==> src/rtl/i2s_pkg.sv <==
// -----------------------------------------------------------------------------
// i2s_pkg
// Shared definitions for the I2S transmit path: slot geometry, the transmit
// state encoding and the stereo pair container used by the holding and active
// pair registers.
// -----------------------------------------------------------------------------
package i2s_pkg;

  localparam int SLOT_W = 32;  // bit clocks per channel slot
  localparam int CNT_W  = 5;   // width of the in-slot bit counter

  typedef enum logic [1:0] {
    IDLE,
    SYNC,
    LEFT,
    RIGHT
  } tx_state_e;

  // Both channels stored already left-justified in a full slot, so a load
  // into the shifter needs no further alignment.
  typedef struct packed {
    logic [SLOT_W-1:0] left;
    logic [SLOT_W-1:0] right;
  } stereo_pair_t;

  // Place a w-bit sample (held in the low bits of s) at the top of the slot,
  // zero padded below.
  function automatic logic [SLOT_W-1:0] left_justify(input logic [SLOT_W-1:0] s,
                                                     input int w);
    return s << (SLOT_W - w);
  endfunction

endpackage

==> src/rtl/i2s_tx_shifter.sv <==
// -----------------------------------------------------------------------------
// i2s_tx_shifter
// 32-bit load/shift register feeding the serial data line MSB-first.
// Updates on the falling edge of the bit clock.
//
// Ports:
//   i_tclk   bit clock (falling edge active)
//   i_rst    asynchronous active-high reset
//   i_clear  zero the register (highest priority)
//   i_load   load i_data
//   i_shift  shift left by one, zero fill
//   i_data   left-justified slot data to load
//   o_msb    current MSB of the register
// -----------------------------------------------------------------------------
module i2s_tx_shifter
  import i2s_pkg::*;
(
  input  logic              i_tclk,
  input  logic              i_rst,
  input  logic              i_clear,
  input  logic              i_load,
  input  logic              i_shift,
  input  logic [SLOT_W-1:0] i_data,
  output logic              o_msb
);

  logic [SLOT_W-1:0] shift_q;
  logic [SLOT_W-1:0] shift_d;

  always_comb begin
    // NOTE: every combinational output gets a default first so no path leaves
    // it unassigned; a missing default infers a latch.
    shift_d = shift_q;
    if (i_clear) begin
      shift_d = '0;
    end else if (i_load) begin
      shift_d = i_data;
    end else if (i_shift) begin
      shift_d = {shift_q[SLOT_W-2:0], 1'b0};
    end
  end

  // NOTE: state registers use non-blocking assignments so every flop samples
  // the pre-edge values; blocking here would create order-dependent races.
  always_ff @(negedge i_tclk or posedge i_rst) begin
    if (i_rst) begin
      shift_q <= '0;
    end else begin
      shift_q <= shift_d;
    end
  end

  assign o_msb = shift_q[SLOT_W-1];

endmodule

==> src/rtl/i2s_tx_serializer.sv <==
// -----------------------------------------------------------------------------
// i2s_tx_serializer
// I2S transmit serializer. Accepts stereo pairs over valid/ready, follows the
// word-select line from the WS generator and shifts each channel MSB-first on
// o_sd with the I2S one-bit delay (the WS edge is detected one falling edge
// after it happens, and the MSB is driven at that detection edge).
//
// Optional feature: define I2S_TX_UNDERRUN_CNT_EN to add o_underrun_cnt, a
// 16-bit saturating count of underrun pulses, cleared only by i_rst.
//
// Ports:
//   i_tclk          bit clock; all flops update on its falling edge
//   i_rst           asynchronous active-high reset
//   i_enable        transmit enable (also gates the WS generator)
//   i_ws            word select, 0 = left, 1 = right
//   i_valid         sample pair valid
//   i_left/i_right  two's complement samples, DATA_W bits each
//   o_ready         holding register empty
//   o_sd            serial data
//   o_underrun      one-edge pulse when a left slot starts with no pair held
//   o_underrun_cnt  saturating underrun count (I2S_TX_UNDERRUN_CNT_EN only)
// -----------------------------------------------------------------------------
module i2s_tx_serializer
  import i2s_pkg::*;
#(
  parameter int DATA_W = 16  // legal range 8..32
) (
  input  logic              i_tclk,
  input  logic              i_rst,
  input  logic              i_enable,
  input  logic              i_ws,
  input  logic              i_valid,
  input  logic [DATA_W-1:0] i_left,
  input  logic [DATA_W-1:0] i_right,
  output logic              o_ready,
  output logic              o_sd,
  output logic              o_underrun
`ifdef I2S_TX_UNDERRUN_CNT_EN
  ,
  output logic [15:0]       o_underrun_cnt
`endif
);

  tx_state_e         state_q, state_d;
  logic              ws_d_q, ws_d_d;
  logic [CNT_W-1:0]  bit_cnt_q, bit_cnt_d;
  logic              full_q, full_d;
  stereo_pair_t      hold_q, hold_d;
  stereo_pair_t      active_q, active_d;
  logic              underrun_q, underrun_d;
`ifdef I2S_TX_UNDERRUN_CNT_EN
  logic [15:0]       ucnt_q, ucnt_d;
`endif

  logic              left_start;
  logic              right_start;
  logic              sh_clear;
  logic              sh_load;
  logic              sh_shift;
  logic [SLOT_W-1:0] sh_data;
  logic              sh_msb;

  // A WS edge is seen as a mismatch between the live line and its copy from
  // the previous edge.
  assign left_start  = ws_d_q & ~i_ws;
  assign right_start = ~ws_d_q & i_ws;

  // ---------------------------------------------------------------------------
  // State register and datapath flops
  // ---------------------------------------------------------------------------
  always_ff @(negedge i_tclk or posedge i_rst) begin
    if (i_rst) begin
      state_q    <= IDLE;
      ws_d_q     <= 1'b0;
      bit_cnt_q  <= '0;
      full_q     <= 1'b0;
      active_q   <= '0;
      underrun_q <= 1'b0;
`ifdef I2S_TX_UNDERRUN_CNT_EN
      ucnt_q     <= '0;
`endif
    end else begin
      state_q    <= state_d;
      ws_d_q     <= ws_d_d;
      bit_cnt_q  <= bit_cnt_d;
      full_q     <= full_d;
      active_q   <= active_d;
      underrun_q <= underrun_d;
`ifdef I2S_TX_UNDERRUN_CNT_EN
      ucnt_q     <= ucnt_d;
`endif
    end
  end

  // NOTE: the held pair is pure data qualified by full_q, so it carries no
  // reset; only the control flag that says it is valid needs one.
  always_ff @(negedge i_tclk) begin
    hold_q <= hold_d;
  end

  // ---------------------------------------------------------------------------
  // Next-state logic
  // ---------------------------------------------------------------------------
  always_comb begin
    state_d = state_q;
    if (!i_enable) begin
      state_d = IDLE;
    end else begin
      unique case (state_q)
        IDLE:  state_d = SYNC;
        // Right starts are ignored here so a frame always opens on the left.
        SYNC:  if (left_start) state_d = LEFT;
        LEFT,
        RIGHT: begin
          if (left_start) begin
            state_d = LEFT;
          end else if (right_start) begin
            state_d = RIGHT;
          end
        end
        default: state_d = IDLE;
      endcase
    end
  end

  // ---------------------------------------------------------------------------
  // Datapath: holding register, active pair, shifter control, underrun
  // ---------------------------------------------------------------------------
  always_comb begin
    ws_d_d     = i_ws;
    full_d     = full_q;
    hold_d     = hold_q;
    active_d   = active_q;
    underrun_d = 1'b0;
    bit_cnt_d  = bit_cnt_q + CNT_W'(1);
    sh_clear   = 1'b0;
    sh_load    = 1'b0;
    sh_shift   = 1'b0;
    sh_data    = '0;

    if (state_d == IDLE || state_d == SYNC) begin
      // Outside a frame the shifter stays empty and any active pair is dropped.
      sh_clear  = 1'b1;
      active_d  = '0;
      bit_cnt_d = '0;
    end else if (state_d == LEFT && left_start) begin
      if (full_q) begin
        active_d = hold_q;
        full_d   = 1'b0;
      end else begin
        active_d   = '0;
        underrun_d = 1'b1;
      end
      sh_load   = 1'b1;
      sh_data   = active_d.left;
      bit_cnt_d = '0;
    end else if (state_d == RIGHT && right_start) begin
      sh_load   = 1'b1;
      sh_data   = active_q.right;
      bit_cnt_d = '0;
    end else begin
      sh_shift = 1'b1;
    end

    // Accept uses the pre-edge full flag; it can never collide with a consume
    // because o_ready is low whenever a consume is possible.
    if (i_valid && !full_q) begin
      full_d       = 1'b1;
      hold_d.left  = left_justify(SLOT_W'(i_left), DATA_W);
      hold_d.right = left_justify(SLOT_W'(i_right), DATA_W);
    end
  end

`ifdef I2S_TX_UNDERRUN_CNT_EN
  always_comb begin
    ucnt_d = ucnt_q;
    if (underrun_d && ucnt_q != 16'hFFFF) begin
      ucnt_d = ucnt_q + 16'd1;
    end
  end
`endif

  i2s_tx_shifter u_shifter (
    .i_tclk  (i_tclk),
    .i_rst   (i_rst),
    .i_clear (sh_clear),
    .i_load  (sh_load),
    .i_shift (sh_shift),
    .i_data  (sh_data),
    .o_msb   (sh_msb)
  );

  // ---------------------------------------------------------------------------
  // Outputs
  // ---------------------------------------------------------------------------
  always_comb begin
    o_ready    = !full_q;
    o_underrun = underrun_q;
    o_sd       = 1'b0;
    // Only slot states drive data; the bit counter blanks anything past the
    // sample width even if a slot runs long.
    if ((state_q == LEFT || state_q == RIGHT) &&
        ({1'b0, bit_cnt_q} < 6'(DATA_W))) begin
      o_sd = sh_msb;
    end
  end

`ifdef I2S_TX_UNDERRUN_CNT_EN
  assign o_underrun_cnt = ucnt_q;
`endif

endmodule

==> config.mk <==
export PLATFORM = sky130hd
export DESIGN_NAME = i2s_tx_serializer
export DESIGN_NICKNAME = d
export VERILOG_FILES = /design/src/rtl/i2s_pkg.sv /design/src/rtl/i2s_tx_shifter.sv /design/src/rtl/i2s_tx_serializer.sv
export SDC_FILE = /design/constraint.sdc
export NUM_CORES = 1
export LEC_CHECK = 0
export ABC_AREA = 1
export CORE_MARGIN = 10
export CORE_UTILIZATION = 54
export CTS_BUF_LIST = sky130_fd_sc_hd__clkbuf_4 sky130_fd_sc_hd__clkbuf_8
export DETAILED_ROUTE_END_ITERATION = 8
export PLACE_DENSITY = 0.78
export SLEW_MARGIN = 20
export SYNTH_ARGS = -nofsm -noshare
export SYNTH_HDL_FRONTEND = slang
export SYNTH_SLANG_ARGS = --single-unit
==> constraint.sdc <==
create_clock -name i_tclk -period 3.15 [get_ports i_tclk]
set_input_delay 0.315 -clock i_tclk [delete_from_list [all_inputs] [get_ports i_tclk]]
set_output_delay 0.315 -clock i_tclk [all_outputs]
set_load 0.02 [all_outputs]
==> results.py, run 1 <==
metrics = {
    "setup_path": {
        "path_class": "input pin to register",
        "r2r-end": "active_q[23]$_DFFE_NP0P_",
        "ff2ff_path_depth": 7,
        "crit_required_ps": 1760,
        "critPathMaxStageDelay_ps": 530,
        "crit_path_max_fanout": 15,
        "r2r_start": "state_q[1]$_DFF_NP0_",
        "path_cells": "clkdlybuf4s50_1 > nor2_4 > nand3_4 > buf_4 > a21oi_1 > nor2_1",
        "end_kind": "register",
        "cp.arrival_ps": 1680,
        "r2r_setup_slack_ps": 1690,
        "start_kind": "input pin",
        "cp_slowest_cell": "clkdlybuf4s50_1",
    },
    "grt": {
        "overflow": 0,
        "grt_pass1_vias": 2223,
        "grt_max_degree": 43,
        "grt_usage_pct": 14.2,
        "grt_pass1_wl_mm": 9.88,
        "antenna_found_initial": 0,
    },
    "clock_tree": {
        "cts_sinks": 74,
        "tritoncts": "built",
        "path_clk_slew_ps": 60,
        "clk_latency_ps": 390,
        "clock-root-buffer": "clkbuf_8",
        "htreeDepth": 3,
        "ctsHoldBuffers": 0,
        "numCtsBuffers": 9,
        "clock_path_buffers": 2,
        "cts_setup_buffers": 0,
    },
    "pwr": {
        "power_frac_comb_pct": 11.7,
        "switching_power_uw": 640,
        "p_per_area_nw_per_um2": 579,
        "leakagePower_nw": 1.89,
        "p_seq_share_pct": 49.3,
        "p_int_mw": 1.64,
        "clock_power_share_pct": 39.0,
        "swShare_pct": 28.0,
        "peakVddDrop_mv": 0.484,
    },
    "timing": {
        "finalHoldViolCount": 0,
        "tightest_slew_ps": 252,
        "skew_ps": 57.9,
        "setup_viol": 0,
        "rsz0062_at_grt": "false",
        "final.setup.tns_ps": 0,
        "slew-limit-headroom_pct": 83.2,
        "drv_slew": 0,
    },
    "place": {
        "hpwl_mm": 4.04,
        "place.gp.congestion": 0.817,
        "dpl.cell_count": 395,
        "port_buffers": 39,
    },
    "synth": {
        "ys_ff_latch": 74,
        "syn_inst": 275,
        "syn_nets": 313,
        "synth_warnings": 0,
        "yosysUniqueCellTypes": 24,
        "netlist_area_um2": 3030,
        "synth.avg_cell_area_um2": 11.0,
        "synth-seq-area-share_pct": 66.4,
    },
    "drt": {
        "ant_nets": 0,
        "drt_iter0_markers": 114,
        "dr.pass1.iters": 4,
        "drc": 0,
        "vias_per_cell": 4.94,
        "wirelength_mm": 5.75,
        "via_count": 2183,
        "post_drt_wl_per_cell_um": 13.0,
    },
    "final_layout": {
        "mostFrequentLayoutCell": "nand2_1",
        "final_cells": 442,
        "final_cell_mix": "nand2_1 (73), inv_1 (49), dfrtn_1 (42)",
        "fin_nets": 403,
        "drive_above_1_share_pct": 13.8,
        "diodes": 0,
        "syn2layout_area_growth_pct": 30.2,
    },
    "hold_path": {
        "hold_path.class": "register to register",
        "hold_path_end": "active_q[21]$_DFFE_NP0P_",
        "min-delay-start": "hold_q[21]$_DFFE_NP_",
        "holdPathStages": 2,
    },
    "floorplanning": {
        "initial_core_util_pct": 55.3,
        "core-area_um2": 5470,
        "fp.dieH_um": 94.9,
        "dieArea_um2": 9000,
        "ios": 40,
        "rows": 27,
        "die_width_um": 94.9,
    },
    "flow_run": {
        "drv_cap": 0,
    },
    "outcome": {
        "status": "finished, final reports clean",
    },
}
## what timing repair did
| action | 4_1_cts | 5_1_grt |
|---|---|---|
| pin swaps | 0 | 0 |
| endpoints found under the setup margin | 3 | 1 |
| gates resized for setup | 3 | 2 |
## cells by family after synthesis
| family | share of synthesized area (%) |
|---|---|
| XOR/XNOR | 0.868 |
| flip-flops | 66.4 |
| AO/OA/AOI/OAI | 5.79 |
| AND/OR/NAND/NOR | 20.7 |
| adder cells (fa/ha/maj) | 0.413 |
| buffers and inverters | 5.83 |
## worst max-delay path: cells and delay by family
kind	cells	cell delay, ps
and+or+nand+nor	3	450
buffers and inverters	2	760
AOI/OAI and AO/OA	1	150
## power groups by stage
stage | logic (mW) | clock network (mW) | registers [mW]
final | 0.267 | 0.891 | 1.13
after global routing | 0.294 | 0.998 | 1.13
after CTS | 0.270 | 0.917 | 1.13
after detailed placement | 0.271 | 0.0628 | 1.14
after global placement | 0.262 | 0.0628 | 1.14
after floorplan | 0.129 | 0.0628 | 1.14
## synth_stat cells, drive strengths merged
cell    count  share of area, %
dfrtn      42                35
xor2        2              0.58
edfxtp     32                32
nor3        1              0.17
buf        10               3.0
nand4       1              0.41
nand3b     13               3.2
inv        21               2.6
ha          1              0.41
nand2      74               9.4
nor2       20               3.2
xnor2       1              0.29
nand3      23               4.2
a21oi      21               3.8
clkbuf      2              0.25
o21ai      11               1.9
## stage by stage
| stage | total power, mW | setup WS [ps] | util [%] | hold slack, ps | instance area (um2) |
|---|---|---|---|---|---|
| 5_1_grt | 2.42 | 21.6 | 72.0 | 395 | 3940 |
| 2_1_floorplan | 1.33 | 170 | - | 321 | 3030 |
| 3_3_place_gp | 1.46 | -235 | 66.3 | 326 | 3630 |
| 3_5_place_dp | 1.47 | -263 | 66.3 | 327 | 3630 |
| 4_1_cts | 2.31 | 23.8 | 72.1 | 367 | 3950 |
| 6_report | 2.28 | 80.2 | 72.0 | 361 | 3940 |
## per-layer routing
metal	track usage [%]	routed length [um]	vias up
li1	-	-	1090
met1	15.5	2360	1021
met2	24.1	2960	56
met3	5.55	326	16
met4	6.23	108	0
met5	0	0	-
## layout make-up
| cell class | instances | area (um2) |
|---|---|---|
| Sequential cell | 74 | 2010 |
| Fill cell | 390 | 1530 |
| Clock inverter | 39 | 198 |
| Clock buffer | 9 | 124 |
| Inverter | 20 | 75.1 |
| Multi-Input combinational cell | 168 | 840 |
| Timing Repair Buffer | 60 | 603 |
| Tap cell | 72 | 90.1 |
## flip-flops by register name, summed over array words and instances, names as in the netlist
signal             cells
hold_q                32
active_q              16
u_shifter.shift_q     16
bit_cnt_q              5
state_q                2
full_q                 1
o_underrun             1
ws_d_q                 1
## how the worst max path moves through the flow
stage / depth (start not counted) / start / to
after floorplan: 2 / i_valid / hold_q[16]$_DFFE_NP_
after global placement: 9 / i_enable / u_shifter.shift_q[19]$_DFFE_NP0P_
after detailed placement: 6 / i_ws / active_q[23]$_DFFE_NP0P_
after CTS: 3 / state_q[1]$_DFF_NP0_ / o_sd
after global routing: 6 / i_ws / active_q[23]$_DFFE_NP0P_
final: 6 / i_ws / active_q[23]$_DFFE_NP0P_
No activity file was read; power rests on OpenSTA's default activity.
==> run 2, diff against run 1 <==
- CORE_MARGIN: 10 -> 5
- DONT_BUFFER_PORTS: unset -> 1
- PLACE_DENSITY: 0.78 -> 0.69
- SETUP_SLACK_MARGIN: unset -> 0.1
==> run 2 against run 1 <==
  * First-iteration DRC count rose by 7.0%
  * Die area fell by 20%
  * Sequential power barely moved
  * Largest power group unchanged
==> results.py, run 2 (same netlist as run 1, synthesis figures left out) <==
metrics = {
    "setup_path": {
        "path_cells": "nand2_1 > nor2_4",
        "cp_slowest_cell": "dfrtn_1",
        "r2r-end": "u_shifter.shift_q[20]$_DFFE_NP0P_",
        "cp.buffers_inverters": 0,
        "ff2ff_path_depth": 8,
        "critPathMaxStageDelay_ps": 410,
        "r2r_setup_slack_ps": 1540,
        "crit_required_ps": 2830,
        "start_kind": "register",
        "critical_path.startpoint": "state_q[1]$_DFF_NP0_",
        "cp_top_family": "flip-flops",
        "cp.arrival_ps": 2550,
        "end_kind": "primary output",
        "crit_path_max_fanout": 2,
        "crit_cells": 2,
        "r2r_start": "state_q[1]$_DFF_NP0_",
        "path_class": "register to primary output",
    },
    "final_layout": {
        "diodes": 0,
        "fillers": 460,
        "syn2layout_area_growth_pct": 12.6,
        "drive_above_1_share_pct": 11.6,
        "final_cells": 390,
        "largest_register_ffs": 32,
        "final_cell_mix": "nand2_1 (73), inv_1 (49), dfrtn_1 (42)",
        "mostFrequentLayoutCell": "nand2_1",
        "fin_nets": 351,
        "largestRegisters": "hold_q (32), active_q (16), u_shifter.shift_q (16)",
        "top_register": "hold_q",
    },
    "drt": {
        "ant_nets": 0,
        "dr.pass1.iters": 4,
        "drc": 0,
        "post_drt_wl_per_cell_um": 13.0,
        "drt_iter0_markers": 122,
        "wirelength_mm": 5.09,
        "via_count": 1935,
        "vias_per_cell": 4.96,
    },
    "place": {
        "port_buffers": 0,
        "hpwl_mm": 3.30,
        "dpl.cell_count": 342,
        "place.gp.congestion": 0.750,
    },
    "clock_tree": {
        "htreeDepth": 3,
        "tritoncts": "built",
        "clk_latency_ps": 390,
        "path_clk_slew_ps": 50,
        "numCtsBuffers": 9,
        "cts_sinks": 74,
        "clock_path_buffers": 2,
        "ctsHoldBuffers": 0,
        "clock-root-buffer": "clkbuf_8",
    },
    "floorplanning": {
        "ios": 40,
        "initial_core_util_pct": 55.3,
        "dieArea_um2": 7200,
        "rows": 27,
        "core-area_um2": 5470,
        "die_width_um": 84.9,
        "fp.dieH_um": 84.9,
    },
    "outcome": {
        "status": "finished, final reports clean",
    },
    "pwr": {
        "p_int_mw": 1.50,
        "p_seq_share_pct": 53.3,
        "swShare_pct": 29.1,
        "power_mw": 2.12,
        "clock_power_share_pct": 38.0,
        "leakagePower_nw": 1.65,
        "peakVddDrop_mv": 0.347,
        "p_per_area_nw_per_um2": 621,
        "switching_power_uw": 615,
        "power_frac_comb_pct": 8.7,
    },
    "hold_path": {
        "hold_path.class": "register to register",
        "holdPathStages": 2,
        "min-delay-start": "hold_q[24]$_DFFE_NP_",
        "hold_path_end": "active_q[24]$_DFFE_NP0P_",
    },
    "timing": {
        "final.setup.tns_ps": 0,
        "rsz0062_at_grt": "false",
        "drv_slew": 0,
        "finalHoldViolCount": 0,
        "setup_viol": 0,
        "tightest_slew_ps": 512,
        "slew-limit-headroom_pct": 65.9,
        "skew_ps": 61.3,
    },
    "grt": {
        "antenna_found_initial": 0,
        "grt_max_degree": 41,
        "grt_pass1_vias": 1969,
        "overflow": 0,
        "grt_usage_pct": 15.8,
        "grt_pass1_wl_mm": 8.88,
    },
    "flow_run": {
        "drv_cap": 0,
    },
}
## run 2: routing by layer
metal	global-route usage, %	vias up	routed length, um
met4	5.61	0	80
met1	18.1	898	2140
met3	6.60	8	266
met5	0	-	0
met2	26.8	43	2600
li1	-	986	-
## run 2: final cells by class
| class | count | area (um2) | share of cell area (%) |
|---|---|---|---|
| Multi-Input combinational cell | 168 | 847 | 24.9 |
| Inverter | 20 | 75.1 | 2.20 |
| Clock buffer | 9 | 124 | 3.63 |
| Sequential cell | 74 | 2010 | 59.0 |
| Timing Repair Buffer | 8 | 85.1 | 2.50 |
| Clock inverter | 39 | 175 | 5.14 |
| Tap cell | 72 | 90.1 | 2.64 |
## run 2: metrics by stage
stage	cell area [um2]	hold WS [ps]	util, %	setup WS, ps
finish	3410	368	62.3	280
CTS	3400	372	62.1	122
global placement	3100	326	56.6	228
detailed placement	3100	328	56.6	188
floorplan	3030	321	-	170
global route	3410	386	62.3	242
## run 2: worst max path at each step
| stage | slack (ps) | to |
|---|---|---|
| final | 280 | o_sd |
| after CTS | 120 | o_sd |
| after floorplan | 170 | hold_q[16]$_DFFE_NP_ |
| after global routing | 240 | o_sd |
| after detailed placement | 190 | u_shifter.shift_q[25]$_DFFE_NP0P_ |
| after global placement | 230 | u_shifter.shift_q[25]$_DFFE_NP0P_ |
## run 2: power groups by stage
stage | Combinational [mW] | Clock (mW) | Sequential [mW]
3_5_place_dp | 0.187 | 0.0628 | 1.14
5_1_grt | 0.208 | 0.920 | 1.13
3_3_place_gp | 0.185 | 0.0628 | 1.14
6_report | 0.185 | 0.804 | 1.13
2_1_floorplan | 0.129 | 0.0628 | 1.14
4_1_cts | 0.188 | 0.831 | 1.13
## run 2: tightest hold or removal path, cell delays in order (launching register included)
cell,delay (ps)
edfxtp_1,310
nand2_1,50
nand2_1,50
## run 2: what timing repair did
item	CTS	global route
gates cloned	0	0
resized for setup	2	0
setup endpoints to repair	1	1
buffers inserted	0	1
